## src/rtl/dm_sba_bridge.sv

```systemverilog
// dm_sba_bridge: adapts the debug module SBA req/gnt/r_valid master port to
// decoupled valid/ready request and response channels. It tracks a single
// outstanding transaction and bounds the response wait with a timeout. A
// sticky error report ensures the debugger never hangs on a dead bus.
module dm_sba_bridge #(
  parameter int unsigned BusWidth      = 32,
  parameter int unsigned TimeoutCycles = 1024,
  parameter int unsigned CntWidth      = $clog2(TimeoutCycles + 1)
) (
  input  logic                  clk_i,
  input  logic                  rst_i,
  // SBA engine side
  input  logic                  sba_req_i,
  input  logic [BusWidth-1:0]   sba_add_i,
  input  logic                  sba_we_i,
  input  logic [BusWidth-1:0]   sba_wdata_i,
  input  logic [BusWidth/8-1:0] sba_be_i,
  output logic                  sba_gnt_o,
  output logic                  sba_r_valid_o,
  output logic [BusWidth-1:0]   sba_r_rdata_o,
  // request channel
  output logic                  a_valid_o,
  input  logic                  a_ready_i,
  output logic [BusWidth-1:0]   a_addr_o,
  output logic                  a_we_o,
  output logic [BusWidth-1:0]   a_wdata_o,
  output logic [BusWidth/8-1:0] a_be_o,
  // response channel
  input  logic                  d_valid_i,
  output logic                  d_ready_o,
  input  logic [BusWidth-1:0]   d_rdata_i,
  input  logic                  d_error_i,
  // sticky error report
  output logic                  err_o,
  output logic [1:0]            err_cause_o,
  input  logic                  err_clr_i
);

  typedef enum logic [1:0] {
    Idle    = 2'd0,
    Req     = 2'd1,
    WaitRsp = 2'd2,
    Respond = 2'd3
  } state_e;

  typedef enum logic [1:0] {
    CauseNone       = 2'd0,
    CauseBusError   = 2'd1,
    CauseTimeout    = 2'd2,
    CauseUnexpected = 2'd3
  } cause_e;

  localparam logic [CntWidth-1:0] TimeoutLast = CntWidth'(TimeoutCycles - 1);

  state_e                state_q;
  logic [CntWidth-1:0]   cnt_q;
  logic                  a_valid_q;
  logic                  r_valid_q;
  logic [BusWidth-1:0]   rdata_q;
  logic [BusWidth-1:0]   addr_q;
  logic                  we_q;
  logic [BusWidth-1:0]   wdata_q;
  logic [BusWidth/8-1:0] be_q;
  logic                  err_q;
  cause_e                cause_q;

  logic                  timeout;
  logic                  new_err;
  cause_e                new_cause;

  // Timeout fires only when no response arrives in the same cycle.
  assign timeout = (state_q == WaitRsp) && !d_valid_i && (cnt_q == TimeoutLast);

  // Classify the error event raised this cycle, if any.
  always_comb begin
    new_err   = 1'b0;
    new_cause = CauseNone;
    if (d_valid_i) begin
      if (state_q != WaitRsp) begin
        new_err   = 1'b1;
        new_cause = CauseUnexpected;
      end else if (d_error_i) begin
        new_err   = 1'b1;
        new_cause = CauseBusError;
      end
    end else if (timeout) begin
      new_err   = 1'b1;
      new_cause = CauseTimeout;
    end
  end

  // Transaction FSM with registered request, response and handshake outputs.
  always_ff @(posedge clk_i or posedge rst_i) begin
    if (rst_i) begin
      state_q   <= Idle;
      cnt_q     <= '0;
      a_valid_q <= 1'b0;
      r_valid_q <= 1'b0;
      rdata_q   <= '0;
      addr_q    <= '0;
      we_q      <= 1'b0;
      wdata_q   <= '0;
      be_q      <= '0;
    end else begin
      unique case (state_q)
        Idle: begin
          r_valid_q <= 1'b0;
          if (sba_req_i) begin
            addr_q    <= sba_add_i;
            we_q      <= sba_we_i;
            wdata_q   <= sba_wdata_i;
            be_q      <= sba_be_i;
            a_valid_q <= 1'b1;
            state_q   <= Req;
          end
        end
        Req: begin
          if (a_ready_i) begin
            a_valid_q <= 1'b0;
            cnt_q     <= '0;
            state_q   <= WaitRsp;
          end
        end
        WaitRsp: begin
          cnt_q <= cnt_q + CntWidth'(1);
          if (d_valid_i) begin
            rdata_q   <= we_q ? '0 : d_rdata_i;
            r_valid_q <= 1'b1;
            state_q   <= Respond;
          end else if (timeout) begin
            rdata_q   <= '0;
            r_valid_q <= 1'b1;
            state_q   <= Respond;
          end
        end
        Respond: begin
          r_valid_q <= 1'b0;
          state_q   <= Idle;
        end
        default: state_q <= Idle;
      endcase
    end
  end

  // Sticky error: first cause wins; a new error overrides a same-cycle clear.
  always_ff @(posedge clk_i or posedge rst_i) begin
    if (rst_i) begin
      err_q   <= 1'b0;
      cause_q <= CauseNone;
    end else if (new_err) begin
      err_q <= 1'b1;
      if (!err_q) begin
        cause_q <= new_cause;
      end
    end else if (err_clr_i) begin
      err_q   <= 1'b0;
      cause_q <= CauseNone;
    end
  end

  // Grant is combinational in Idle and suppressed while reset is held.
  assign sba_gnt_o     = (state_q == Idle) && sba_req_i && !rst_i;
  assign sba_r_valid_o = r_valid_q;
  assign sba_r_rdata_o = rdata_q;
  assign a_valid_o     = a_valid_q;
  assign a_addr_o      = addr_q;
  assign a_we_o        = we_q;
  assign a_wdata_o     = wdata_q;
  assign a_be_o        = be_q;
  assign d_ready_o     = 1'b1;
  assign err_o         = err_q;
  assign err_cause_o   = cause_q;

endmodule

```

## config.mk

```make
export PLATFORM = sky130hd
export DESIGN_NAME = dm_sba_bridge
export DESIGN_NICKNAME = d
export VERILOG_FILES = /design/src/rtl/dm_sba_bridge.sv
export SDC_FILE = /design/constraint.sdc
export NUM_CORES = 1
export LEC_CHECK = 0
export CORE_MARGIN = 8
export CORE_UTILIZATION = 44
export DETAILED_ROUTE_END_ITERATION = 10
export PLACE_DENSITY = 0.85
export SLEW_MARGIN = 40
export SYNTH_ARGS = -nofsm -noshare
export SYNTH_HDL_FRONTEND = slang
export SYNTH_SLANG_ARGS = --single-unit
```

## constraint.sdc

```tcl
create_clock -name clk_i -period 7.5 [get_ports clk_i]
set_clock_uncertainty 0.1 [all_clocks]
set_input_delay 0.75 -clock clk_i [delete_from_list [all_inputs] [get_ports clk_i]]
set_output_delay 0.75 -clock clk_i [all_outputs]
set_load 0.01 [all_outputs]
```

# [After elaboration in Yosys (flattened, before gate mapping)]
# Cells that the tools add are included.
[word_totals] ff_bits=119 input_bits=108 output_inout_bits=108 word_cells=70
[op_classes] add_sub_neg=1 eq_ne=9 n_mux=29 reduce_logical=20
[op_table] cell="$mux W32" count=3
[op_table] cell="$pmux W11 S2" count=1
[op_table] cell="$mux W2" count=10
[op_table] cell="$add A11 B1 Y11 const B" count=1
[op_table] cell="$eq A11 B10 Y1 const B" count=1
[op_table] cell="$mux W1" count=11
[op_table] cell="$mux W11" count=1
[op_table] cell="$reduce_and A2 Y1" count=5
[op_table] cell="$reduce_bool A2 Y1" count=5
[op_table] cell="$ne A2 B2 Y1 const B" count=4
[op_table] cell="$pmux W2 S4" count=1
[op_table] cell="$reduce_and A3 Y1" count=2
[op_table] cell="$eq A2 B2 Y1 const B" count=2
[op_table] cell="$logic_and A1 B1 Y1" count=4
[op_table] cell="$pmux W1 S2" count=2
[op_table] cell="$ne A3 B3 Y1 const B" count=1
[op_table] cell="$eq A2 B1 Y1 const B" count=1
[op_table] cell="$logic_not A1 Y1" count=2
[op_table] cell="$logic_not A2 Y1" count=1
[op_table] cell="$reduce_or A2 Y1" count=1

# [Logic depth before layout (Yosys ltp)]
[logic_depth] ltp_word=7 ltp_mapped=7 mapped_depth_nobuf=6

# [Worst setup path before layout]
# Ideal clock, no wire load.
[synth_path] path_type="in2out" start="in sba_req_i" end="out sba_gnt_o" t_arrival_ns=1.349 required_ns=6.650 setup_slack_ns=5.301 stages=3 path_buffers=1 path_cell_list="nand2_1 > buf_1 > nor2_1"
[synth_between] elab_chain_len=2
[synth_lines] element="from (decl)" line="13" rtl="input logic sba_req_i,"
[synth_lines] element="$logic_and A1 B1 Y1 (2 in series)" line="162" rtl="assign sba_gnt_o = (state_q == Idle) && sba_req_i && !rst_i;"
[synth_lines] element="to (decl)" line="18" rtl="output logic sba_gnt_o,"
# No other way between the ends.

# [Final worst setup path]
# Ends and elaborated chain as after synthesis.

==> run_results.csv <==
group,metric,value,unit
outcome,outcome,"finished, final reports clean",
flow_run,cap_violations,0,
setup_path,crit_type,"in -> out",
logic_synthesis,synth_top_family_by_area,"multiplexers",
logic_synthesis,synth-simple-area-share,0.0517,
layout,diodes,0,
detailed_routing,drtPass1Iterations,4,
setup_path,cpMostUsedCell,"clkdlybuf4s50_1",
placement,dp_slack,4030,ps
power,ir_drop,274,µV
setup_path,cpPeakStageDelay,510,ps
power,netSwitchingFraction,0.294,
cts,htreeDepth,4,
logic_synthesis,synth.area.top_cells,"dfrtp_1 (64%), mux2_2 (17%), a22o_1 (6.2%)",
setup_path,critPathCaptureType,"output pin",
detailed_routing,wire_per_inst,19.5,µm
logic_synthesis,postSynthCellCount,325,
logic_synthesis,synth.distinct_cells,41,
detailed_routing,route.detailed.drc,0,
global_routing,antenna_found_initial,0,
placement,port_buffers,214,
layout,final_util,0.736,
logic_synthesis,synth_area,4670,µm²
logic_synthesis,synth_ff_type,"dfrtp_1",
placement,dp_cells,662,
layout,drive_gt1_frac,0.203,
logic_synthesis,synth-adder-area-share,0.0107,
cts,cts_sinks,119,
logic_synthesis,synth_edf_count,0,
logic_synthesis,ys_seq_area_frac,0.637,
power,p_sw,0.938,mW
timing,hold_ws,398,ps
worst_hold_path,min_path_type,"reg -> reg",
timing,setup_viol,0,
detailed_routing,via_count,3534,
setup_path,cp.buffers_inverters,3,
logic_synthesis,synth-async-reset-ratio,1.00,
global_routing,grt_pass1_vias,4033,
setup_path,worstPathRequired,6650,ps
setup_path,arrival,2430,ps
logic_synthesis,synth_top_area_cell,"dfrtp_1",
timing,fin_crit_sh,0.438,
die,row_count,37,
power,intPower,2.26,mW
die,core,10300,µm²
detailed_routing,ant_nets,0,
global_routing,grt_max_degree,71,
cts,cts_resized,0,
timing,rsz0062_at_grt,"no",
power,p_leak,3.29,nW
cts,cts_tree,"built",
power,seq_power_share,0.337,
cts,cts_setup_buffers,0,
setup_path,cp_max_fo,70,
logic_synthesis,yosysWarnings,0,
timing,clock.fmax,305,MHz
logic_synthesis,avgSynthCellArea,14.4,µm²
logic_synthesis,synth_nets,437,
placement,dpl_cell_area,6970,µm²
layout,final_cell_count_no_fill,694,
placement,dp_hpwl,10100,µm
global_routing,grt_usage,0.195,
setup_path,crit_chain,"clkdlybuf4s50_1 > nand2_2 > buf_6 > nor2_1 > clkdlybuf4s50_1",
layout,design_area,7600,µm²
timing,slew_headroom,0.547,
logic_synthesis,synth-xor-area-share,0.0112,
detailed_routing,drt_iter0_drc,125,
cts,cts_buffer_depth,2,
timing,period_needed,3280,ps
timing,hold_violations,0,
cts,cts_buffers,17,
cts,cts_root_buf,"clkbuf_8",
die,die_w,119,µm
die,dieArea,14200,µm²
logic_synthesis,synth_seq_cells,119,
cts,cts.clk_slew.worst_paths,50,ps
timing,timing.setup.tns,0,ps
layout,nNetsFinal,658,
global_routing,grt_overflow,0,
power,combPwrFrac,0.407,
cts,postCtsHoldBufs,0,
timing,final_max_slew_viol_count,0,
setup_path,cpMaxStageDelayCell,"clkdlybuf4s50_1",
logic_synthesis,synth_compound_area_frac,0.0883,
power,clock_power_share,0.255,
die,io_pins,216,
timing,tightestPinTransition,661,ps
global_routing,grt_pass1_wl,21600,µm
detailed_routing,routed_wl,13600,µm
logic_synthesis,yosysTopAreaCellShare,0.637,
power,p_total,3.20,mW
layout,area_delta_synth_final,62.6,%
die,die_y,119,µm
detailed_routing,via_per_inst,5.09,
layout,layout_commonest_cell,"clkdlybuf4s50_1",
layout,final_cell_mix,"clkdlybuf4s50_1 (214), dfrtp_1 (119), mux2_2 (70), a22o_1 (33), clkbuf_16 (16)",
cts,clk_latency,510,ps
setup_path,start_kind,"input pin",
power,powerDensity,420,nW/µm²
timing,setup_slack,4220,ps
placement,gp_congestion,0.749,
logic_synthesis,synth_mux_area_frac,0.180,
setup_path,critPathTopFamily,"buffers and inverters",
die,initial_utilization,0.453,
state kept, by name, indices dropped and copies added (netlist names):
signal / cells
a_addr_o: 32
a_valid_o: 1
sba_r_valid_o: 1
err_cause_o: 2
sba_r_rdata_o: 32
a_we_o: 1
err_o: 1
a_be_o: 4
a_wdata_o: 32
cnt_q: 11
state_q: 2
power by group through the flow:
stage	registers (mW)	logic (mW)	clock network (mW)
finish	1.08	1.30	0.815
global route	1.11	1.39	0.863
CTS	1.08	1.32	0.833
detailed placement	1.08	1.31	0
global placement	1.07	1.28	0
floorplan	1.20	0.457	0
worst register-to-register path, cell delays in order (launching register included):
cell     delay, ps
dfrtp_1        390
inv_1           90
ha_1           480
or3b_2         490
nor4_1         490
or2_2          230
a31oi_1         80
synthesized netlist by cell type (all sizes together) (4+ instances only):
library cell,n
dfrtp,119
mux2,72
a22o,33
buf,9
nand2,9
nor2,9
inv,8
clkbuf,7
o21ai,7
a21oi,4
ha,4
nand3,4
final timing paths:
kind                                    start  cells past startpoint        endpoint  slack, ps
worst max register to register     state_q[0]                      6  err_cause_o[1]       5050
min in group asynchronous               rst_i                      2     a_addr_o[0]        610
max in group asynchronous               rst_i                      4    a_wdata_o[4]       5580
worst min register to register  sba_r_valid_o                      1   sba_r_valid_o        400
worst max-delay path                sba_req_i                      5       sba_gnt_o       4220
worst min-delay path            sba_r_valid_o                      1   sba_r_valid_o        400
layer usage:
metal / global-route usage / part of all wire / up-vias
met5: 0 / 0 / -
met4: 0.0846 / 0.025 / 0
met3: 0.0812 / 0.076 / 22
met2: 0.352 / 0.55 / 124
met1: 0.193 / 0.35 / 1771
li1: - / - / 1617
logic make-up after synthesis:
kind of cell / Yosys count
xor gates and xnor gates: 6
muxes: 75
AOI/OAI and AO/OA: 52
other: 1
and+or+nand+nor: 44
DFF: 119
buffers and inverters: 24
adders and majority gates: 4
layout make-up:
cell class	count	area, µm²
clock buffer	23	487
clock inverter	8	119
fill	652	2730
inverter	8	32.5
multi-input combinational	182	1620
sequential	119	2980
tap	136	170
timing repair buffer	218	2200
No activity file was read; power rests on OpenSTA's default activity.
